`config.mk`:
```
export PLATFORM = sky130hd
export DESIGN_NAME = fetch_unit
export DESIGN_NICKNAME = d
export VERILOG_FILES = /design/src/rtl/fetch_unit.sv
export SDC_FILE = /design/constraint.sdc
export NUM_CORES = 1
export LEC_CHECK = 0
export CORE_ASPECT_RATIO = 2
export CORE_MARGIN = 2
export CORE_UTILIZATION = 28
export DETAILED_ROUTE_END_ITERATION = 8
export GPL_ROUTABILITY_DRIVEN = 1
export HOLD_SLACK_MARGIN = 0.08
export REMOVE_ABC_BUFFERS = 1
export SLEW_MARGIN = 20
export SYNTH_ARGS = -nofsm -noshare
export SYNTH_HDL_FRONTEND = slang
export SYNTH_SLANG_ARGS = --single-unit
export TNS_END_PERCENT = 5
```
`constraint.sdc`:
```
create_clock -name clk -period 4.1 [get_ports clk]
set_input_delay 1.23 -clock clk [delete_from_list [all_inputs] [get_ports clk]]
set_output_delay 1.23 -clock clk [all_outputs]
set_load 0.02 [all_outputs]
```
`src/rtl/fetch_unit.sv`:
```
// fetch_unit: instruction-fetch stage feeding decode.
// Owns the fetch PC and issues word reads to instruction memory over a
// valid/ready request channel. Responses come back in order and always
// accepted. They are buffered with their PCs in a small queue that is
// presented to decode. A decode redirect flushes the queue and marks every
// response still in flight as stale.
//
// Ports:
//   clk, reset            clock; asynchronous active-high reset
//   i_PC_Src              redirect strobe from decode
//   i_Branch_Target       redirect address (bits [1:0] ignored)
//   o_Mem_Req_Valid       fetch request valid
//   o_Mem_Req_Address     word-aligned fetch address
//   i_Mem_Req_Ready       memory accepts the request this cycle
//   i_Mem_Resp_Valid      in-order read response
//   i_Mem_Resp_Data       instruction word
//   o_Valid               queue head valid toward decode
//   o_Instruction, o_PC   queue head instruction and its address
//   i_Ready               decode consumes the head this cycle
module fetch_unit #(
  parameter int unsigned           DATA_WIDTH  = 32,
  parameter logic [DATA_WIDTH-1:0] RESET_PC    = '0,
  parameter int unsigned           QUEUE_DEPTH = 4
) (
  input  logic                  clk,
  input  logic                  reset,
  input  logic                  i_PC_Src,
  input  logic [DATA_WIDTH-1:0] i_Branch_Target,
  output logic                  o_Mem_Req_Valid,
  output logic [DATA_WIDTH-1:0] o_Mem_Req_Address,
  input  logic                  i_Mem_Req_Ready,
  input  logic                  i_Mem_Resp_Valid,
  input  logic [DATA_WIDTH-1:0] i_Mem_Resp_Data,
  output logic                  o_Valid,
  output logic [DATA_WIDTH-1:0] o_Instruction,
  output logic [DATA_WIDTH-1:0] o_PC,
  input  logic                  i_Ready
);

  localparam int unsigned PW = $clog2(QUEUE_DEPTH);
  localparam int unsigned CW = $clog2(QUEUE_DEPTH + 1);

  typedef enum logic {ST_IDLE, ST_RUN} state_t;

  state_t                r_state;
  logic [DATA_WIDTH-1:0] r_fetch_pc;
  logic [DATA_WIDTH-1:0] r_q_pc    [QUEUE_DEPTH];
  logic [DATA_WIDTH-1:0] r_q_instr [QUEUE_DEPTH];
  logic [DATA_WIDTH-1:0] r_tag     [QUEUE_DEPTH];
  logic [PW-1:0]         r_q_rd;
  logic [PW-1:0]         r_q_wr;
  logic [PW-1:0]         r_tag_rd;
  logic [PW-1:0]         r_tag_wr;
  logic [CW-1:0]         r_count;
  logic [CW-1:0]         r_outstanding;
  logic [CW-1:0]         r_discard;

  logic [CW:0]           w_credit_used;
  logic                  w_req_fire;
  logic                  w_resp_fire;
  logic                  w_drop;
  logic                  w_push;
  logic                  w_pop;
  logic [1:0]            w_unused_tgt;

  assign w_unused_tgt = i_Branch_Target[1:0];

  // Queue entries plus in-flight requests never exceed the queue depth, so
  // every response is guaranteed a slot when it arrives.
  assign w_credit_used     = {1'b0, r_count} + {1'b0, r_outstanding};
  assign o_Mem_Req_Valid   = (r_state == ST_RUN) & ~i_PC_Src &
                             (w_credit_used < (CW+1)'(QUEUE_DEPTH));
  assign o_Mem_Req_Address = r_fetch_pc;

  assign w_req_fire  = o_Mem_Req_Valid & i_Mem_Req_Ready;
  assign w_resp_fire = i_Mem_Resp_Valid & (r_outstanding != '0);
  assign w_drop      = (r_discard != '0);
  assign w_push      = w_resp_fire & ~w_drop & ~i_PC_Src;
  assign w_pop       = o_Valid & i_Ready & ~i_PC_Src;

  assign o_Valid       = (r_count != '0);
  assign o_Instruction = r_q_instr[r_q_rd];
  assign o_PC          = r_q_pc[r_q_rd];

  always_ff @(posedge clk or posedge reset) begin
    if (reset) begin
      r_state       <= ST_IDLE;
      r_fetch_pc    <= RESET_PC;
      r_q_rd        <= '0;
      r_q_wr        <= '0;
      r_tag_rd      <= '0;
      r_tag_wr      <= '0;
      r_count       <= '0;
      r_outstanding <= '0;
      r_discard     <= '0;
    end else begin
      r_state       <= ST_RUN;
      r_outstanding <= r_outstanding + CW'(w_req_fire) - CW'(w_resp_fire);
      if (w_req_fire)  r_tag_wr <= r_tag_wr + PW'(1);
      if (w_resp_fire) r_tag_rd <= r_tag_rd + PW'(1);

      if (i_PC_Src) begin
        // Flush: everything still in flight (minus a response landing now,
        // which is dropped anyway) is stale.
        r_fetch_pc <= {i_Branch_Target[DATA_WIDTH-1:2], 2'b00};
        r_q_rd     <= r_q_wr;
        r_count    <= '0;
        r_discard  <= r_outstanding - CW'(w_resp_fire);
      end else begin
        if (w_req_fire) r_fetch_pc <= r_fetch_pc + DATA_WIDTH'(4);
        if (w_push)     r_q_wr     <= r_q_wr + PW'(1);
        if (w_pop)      r_q_rd     <= r_q_rd + PW'(1);
        r_count <= r_count + CW'(w_push) - CW'(w_pop);
        if (w_resp_fire && w_drop) r_discard <= r_discard - CW'(1);
      end
    end
  end

  // Storage needs no reset: occupancy and pointers define what is live.
  always_ff @(posedge clk) begin
    if (w_req_fire) r_tag[r_tag_wr] <= r_fetch_pc;
    if (w_push) begin
      r_q_pc[r_q_wr]    <= r_tag[r_tag_rd];
      r_q_instr[r_q_wr] <= i_Mem_Resp_Data;
    end
  end

  // A response with nothing outstanding is a memory protocol error.
  a_no_orphan_resp: assert property (@(posedge clk) disable iff (reset)
    i_Mem_Resp_Valid |-> (r_outstanding != '0));

endmodule

```
; Yosys cells after proc, flatten, opt, wreduce, memory -nomap -nowiden
; Memory sizes are Yosys's and may differ from the RTL's.
; Index checks and enable logic that the tools add are counted.
[totals]
reg_bits = 50
latch_bits = 0
ram_bits = 384
mem_bits_ro = 0
in_bits = 70
output_inout_bits = 98
mem_count = 3
[mem_list]
columns = memory, words, word_bits, read_ports, rd_clocked_by_memory_dff, write_ports, line_no
row1 = r_q_instr, 4, 32, 1, 0, 1, 48  ; logic [DATA_WIDTH-1:0] r_q_instr [QUEUE_DEPTH];
row2 = r_q_pc, 4, 32, 1, 0, 1, 47  ; logic [DATA_WIDTH-1:0] r_q_pc [QUEUE_DEPTH];
row3 = r_tag, 4, 32, 1, 0, 1, 49  ; logic [DATA_WIDTH-1:0] r_tag [QUEUE_DEPTH];
[classes]
n_addsub = 12
mul = 0
n_div = 0
n_lt_le_gt_ge = 1
eq_ne = 0
shift = 0
muxes = 11
bitwise_logic = 10
n_reduce_logical = 8
[ops]
columns = operator, n
row1 = $mux W32, 2
row2 = $add A32 B3 Y32 const B, 1
row3 = $mux W3, 3
row4 = $reduce_bool A3 Y1, 3
row5 = $sub A3 B1 Y3, 3
row6 = $add A2 B1 Y2 const B, 4
row7 = $and A1 B1 Y1, 8
row8 = $add A3 B1 Y3, 2
row9 = $reduce_bool A2 Y1, 3
row10 = $add A3 B3 Y4, 1
row11 = $lt A4 B3 Y1 const B, 1
row12 = $mux W1, 4
row13 = $mux W2, 2
row14 = $sub A3 B1 Y3 const B, 1
row15 = $not A1 Y1, 2
row16 = $reduce_and A2 Y1, 1
row17 = $logic_and A1 B1 Y1, 1

; Longest topological paths before layout
[depth]
word_depth = 7
ltp_mapped = 12
ltp_nobuf = 11

; Worst setup path after synthesis
; Ideal clock, no wire load.
[synth_timing]
path_type = input -> register
from = input port i_PC_Src
to = memory r_q_instr[2][0] (enable)
arrival_time_ps = 3726
required_time_ps = 3674
slack_ps = -53
cell_stages = 3
cell_sequence = clkbuf_1 > nor4b_1 > and2_1
[synth_between]
elab_chain_cells = 4
[synth_lines]
columns = item, line_no
row1 = "start, declared", 27  ; input logic i_PC_Src,
row2 = $not A1 Y1 (no source line), n/a
row3 = $and A1 B1 Y1, 78  ; assign w_push = w_resp_fire & ~w_drop & ~i_PC_Src;
row4 = $mux W1, 122  ; if (w_push) begin
row5 = $mux W1 (not written as such), 124  ; r_q_instr[r_q_wr] <= i_Mem_Resp_Data;
row6 = "end, declared", 48
; No other way between the ends.

; Worst setup path after layout
[layout_timing]
from = register r_outstanding[2]
to = output port o_Mem_Req_Valid
[layout_between]
elab_chain_cells = 3
[layout_lines]
columns = item, line_no
row1 = "start, declared", 55  ; logic [CW-1:0] r_outstanding;
row2 = "start signal, assigned", 98  ; r_outstanding <= r_outstanding + CW'(w_req_fire) - CW'(w_resp_fire);
row3 = $add A3 B3 Y4, 70  ; assign w_credit_used = {1'b0, r_count} + {1'b0, r_outstanding};
row4 = $lt A4 B3 Y1, 72  ; (w_credit_used < (CW+1)'(QUEUE_DEPTH));
row5 = $and A1 B1 Y1, 71  ; assign o_Mem_Req_Valid = (r_state == ST_RUN) & ~i_PC_Src &
row6 = "end, declared", 29  ; output logic o_Mem_Req_Valid,
; No other way between the ends.

==> impl_metrics.csv <==
group,metric,value,unit
cts,htree_levels,2,
placement,routabilityCongestion,0.8386,
floorplanning,coreArea,0.05771,mm2
yosys,synth_edf_count,368,
critical_path,cp-end-kind,"output port",
floorplanning,pin_count,168,
floorplanning,rows,125,
timing,setup-violations-final,0,
placement,place_area,0.01904,mm2
placement,port_buffers,161,
detailed_routing,firstDrtPassIters,5,
cts,clkTransAtPathRegs,60,ps
yosys,synthFlopType,"edfxtp_1",
yosys,synthArstFlopShare,11.54,%
cts,clockBufferDepth,3,
detailed_routing,drt-total-wl,33840,um
worst_hold_path,hp-class,"register to register",
detailed_routing,drtIter0Drc,559,
power_and_ir_drop,peakVddDrop,341.0,uV
yosys,synthTopCellsByArea,"edfxtp_1 (68%), mux4_2 (13%), dfrtp_1 (7.4%)",
power_and_ir_drop,power.density,614.0,mW/mm2
floorplanning,start_util,28.16,%
layout,drive_gt1_share,18.54,%
timing,skew,24.13,ps
critical_path,crit_arrival,2650,ps
detailed_routing,drc,0,
power_and_ir_drop,leakagePower,6.648,nW
layout,n_antenna_cell,0,
cts,cts_tree,"done",
critical_path,cp.required,2870,ps
yosys,yosys_warnings,0,
placement,hpwl,21940,um
global_route,grt_pass1_vias,8978,
layout,final_nets,1105,
cts,cts_root_buf,"clkbuf_16",
timing,hold_viol,0,
layout,nFillCells,5299,
floorplanning,die-width,174.4,um
run,cap_violations,0,
yosys,synth_cell_types,49,
global_route,grt_max_degree,52,
cts,post_cts_buffers,0,
timing,setup_tns,0,ps
detailed_routing,via_count,8383,
detailed_routing,postRouteAntennaNets,0,
cts,cts_inserted_buffers,40,
floorplanning,dieArea,0.06011,mm2
global_route,antenna_found_initial,0,
timing,tightest_slew,1048,ps
yosys,syn_avg_cell_area,19.85,um2
layout,area_growth,24.95,%
timing,relSlewSlack,29.51,%
critical_path,critical_path_class,"register to output port",
detailed_routing,routed_via_density,4.649,
timing,max_freq,257.4,MHz
yosys,synth_sequential_area_ratio,75.38,%
global_route,grt_usage,11.25,%
detailed_routing,routedWlPerCell,18.77,um
placement,pre_cts_ws,468.4,ps
layout,fin_area,0.02031,mm2
yosys,syn_inst,819,
cts,cts_hold_buf,0,
critical_path,path_max_fanout,4,
timing,rsz0062_at_grt,"no",
yosys,synth.ff_latch_count,416,
timing,fin_crit_sh,94.74,%
yosys,syn_area,0.01625,mm2
floorplanning,die_height,344.7,um
timing,fin_ws,215.6,ps
cts,clk_latency,540,ps
global_route,grt_pass1_wl,52570,um
timing,period_minus_slack,3884,ps
power_and_ir_drop,total_power,0.01247,W
outcome,status,"finished clean",
critical_path,startpoint_type,"register",
global_route,grt-ovfl-total,0,
cts,clock-sinks,416,
cts,cts_resized,0,
yosys,netlist.area_leader.share,67.99,%
timing,maxSlewViolCount,0,
yosys,synth_largest_area_cell,"edfxtp_1",
==> state kept, by name (all words and copies together), names as in the netlist <==
| register | cells |
|---|---|
| r_discard | 3 |
| r_q_rd | 2 |
| r_tag_rd | 2 |
| r_state | 1 |
| r_outstanding | 3 |
| r_q_wr | 2 |
| r_tag | 120 |
| o_Mem_Req_Address | 30 |
| r_q_pc | 120 |
| r_tag_wr | 2 |
| r_count | 3 |
| r_q_instr | 128 |
==> cell usage after synthesis, types with 11 or more instances <==
cell type  instances
buf_1             11
inv_1             19
nand2_1           45
ha_1              19
clkbuf_1          24
nor2_1            12
nand3_1           15
nand4_1           12
o21ai_0           25
and2_1            14
edfxtp_1         368
mux4_2            92
dfrtp_1           48
==> placed cells by master (no fill, tap or decap), types with 5 or more instances in the layout <==
cell type and count:
nor2b_1 7, xnor2_1 9, clkdlybuf4s50_1 160, o311ai_0 8, ha_1 19, inv_1 18
nor4_1 5, buf_4 18, and2_1 10, mux2i_1 8, a21oi_1 8, buf_12 12
nand4_1 12, o21ai_0 25, edfxtp_1 368, nand2_1 45, dfrtp_1 44, o211ai_1 8
conb_1 5, nand3_1 15, and3_1 6, clkbuf_1 9, mux4_2 92, nor2_1 12
clkbuf_16 40, and4_1 7
==> through the flow <==
step	std cells	utilization [%]	hold slack (ps)
6_report	1803	35.19	568.6
5_1_grt	1803	35.19	617.6
4_1_cts	1803	35.19	577.0
3_5_place_dp	1734	32.99	562.0
3_3_place_gp	1734	32.99	543.8
2_1_floorplan	781	-	498.1
==> layout make-up <==
| type | count | area, um2 | share of cell area (%) |
|---|---|---|---|
| Clock buffer | 49 | 1035 | 5.095 |
| Clock inverter | 20 | 232.7 | 1.146 |
| Inverter | 20 | 75.07 | 0.3697 |
| Multi-Input combinational cell | 345 | 3771 | 18.57 |
| Sequential cell | 416 | 12260 | 60.37 |
| Tap cell | 762 | 953.4 | 4.695 |
| Timing Repair Buffer | 191 | 1982 | 9.759 |
==> per-layer routing <==
| metal | global-route usage (%) | vias to the layer above | part of all wire, % |
|---|---|---|---|
| met5 | 0 | - | 0 |
| met3 | 2.199 | 55 | 6.2 |
| met4 | 2.819 | 0 | 1.8 |
| li1 | - | 3699 | - |
| met2 | 19.61 | 322 | 49 |
| met1 | 14.41 | 4307 | 43 |
==> worst max-delay path, cell delays in order (launching register included) <==
cell             delay, ps
dfrtp_1                440
ha_1                   310
or4b_4                 520
nor3_1                 200
clkdlybuf4s50_1        660
==> cell families after synthesis <==
family / share of synthesized area (%)
buffers and inverters: 1.555
other: 0.04621
and+or+nand+nor: 4.935
muxes: 13.24
xor gates and xnor gates: 0.7005
DFF: 75.38
AOI/OAI and AO/OA: 2.433
adders and majority gates: 1.709
==> power by group <==
part           total (W)  leakage, nW  internal (W)  switching, W
logic            0.00339         2.15       0.00171       0.00168
clock network    0.00359        0.606       0.00206       0.00153
registers        0.00549         3.89       0.00510      0.000392
total             0.0125         6.65       0.00887       0.00360
==> final timing paths <==
check / from / end / slack (ps) / cells past startpoint
min in group asynchronous: reset / r_count[1]$_DFF_PP0_ / 1080 / 2
max in group asynchronous: reset / o_Mem_Req_Address[4]$_DFFE_PP0P_ / 2280 / 3
worst min-delay path: r_q_wr[0]$_DFFE_PP0P_ / r_q_rd[0]$_DFFE_PP0P_ / 570 / 2
worst min register to register: r_q_wr[0]$_DFFE_PP0P_ / r_q_rd[0]$_DFFE_PP0P_ / 570 / 2
worst max-delay path: r_outstanding[2]$_DFF_PP0_ / o_Mem_Req_Valid / 220 / 4
worst max register to register: r_outstanding[2]$_DFF_PP0_ / r_outstanding[2]$_DFF_PP0_ / 1230 / 10
No activity file was read; power rests on OpenSTA's default activity.
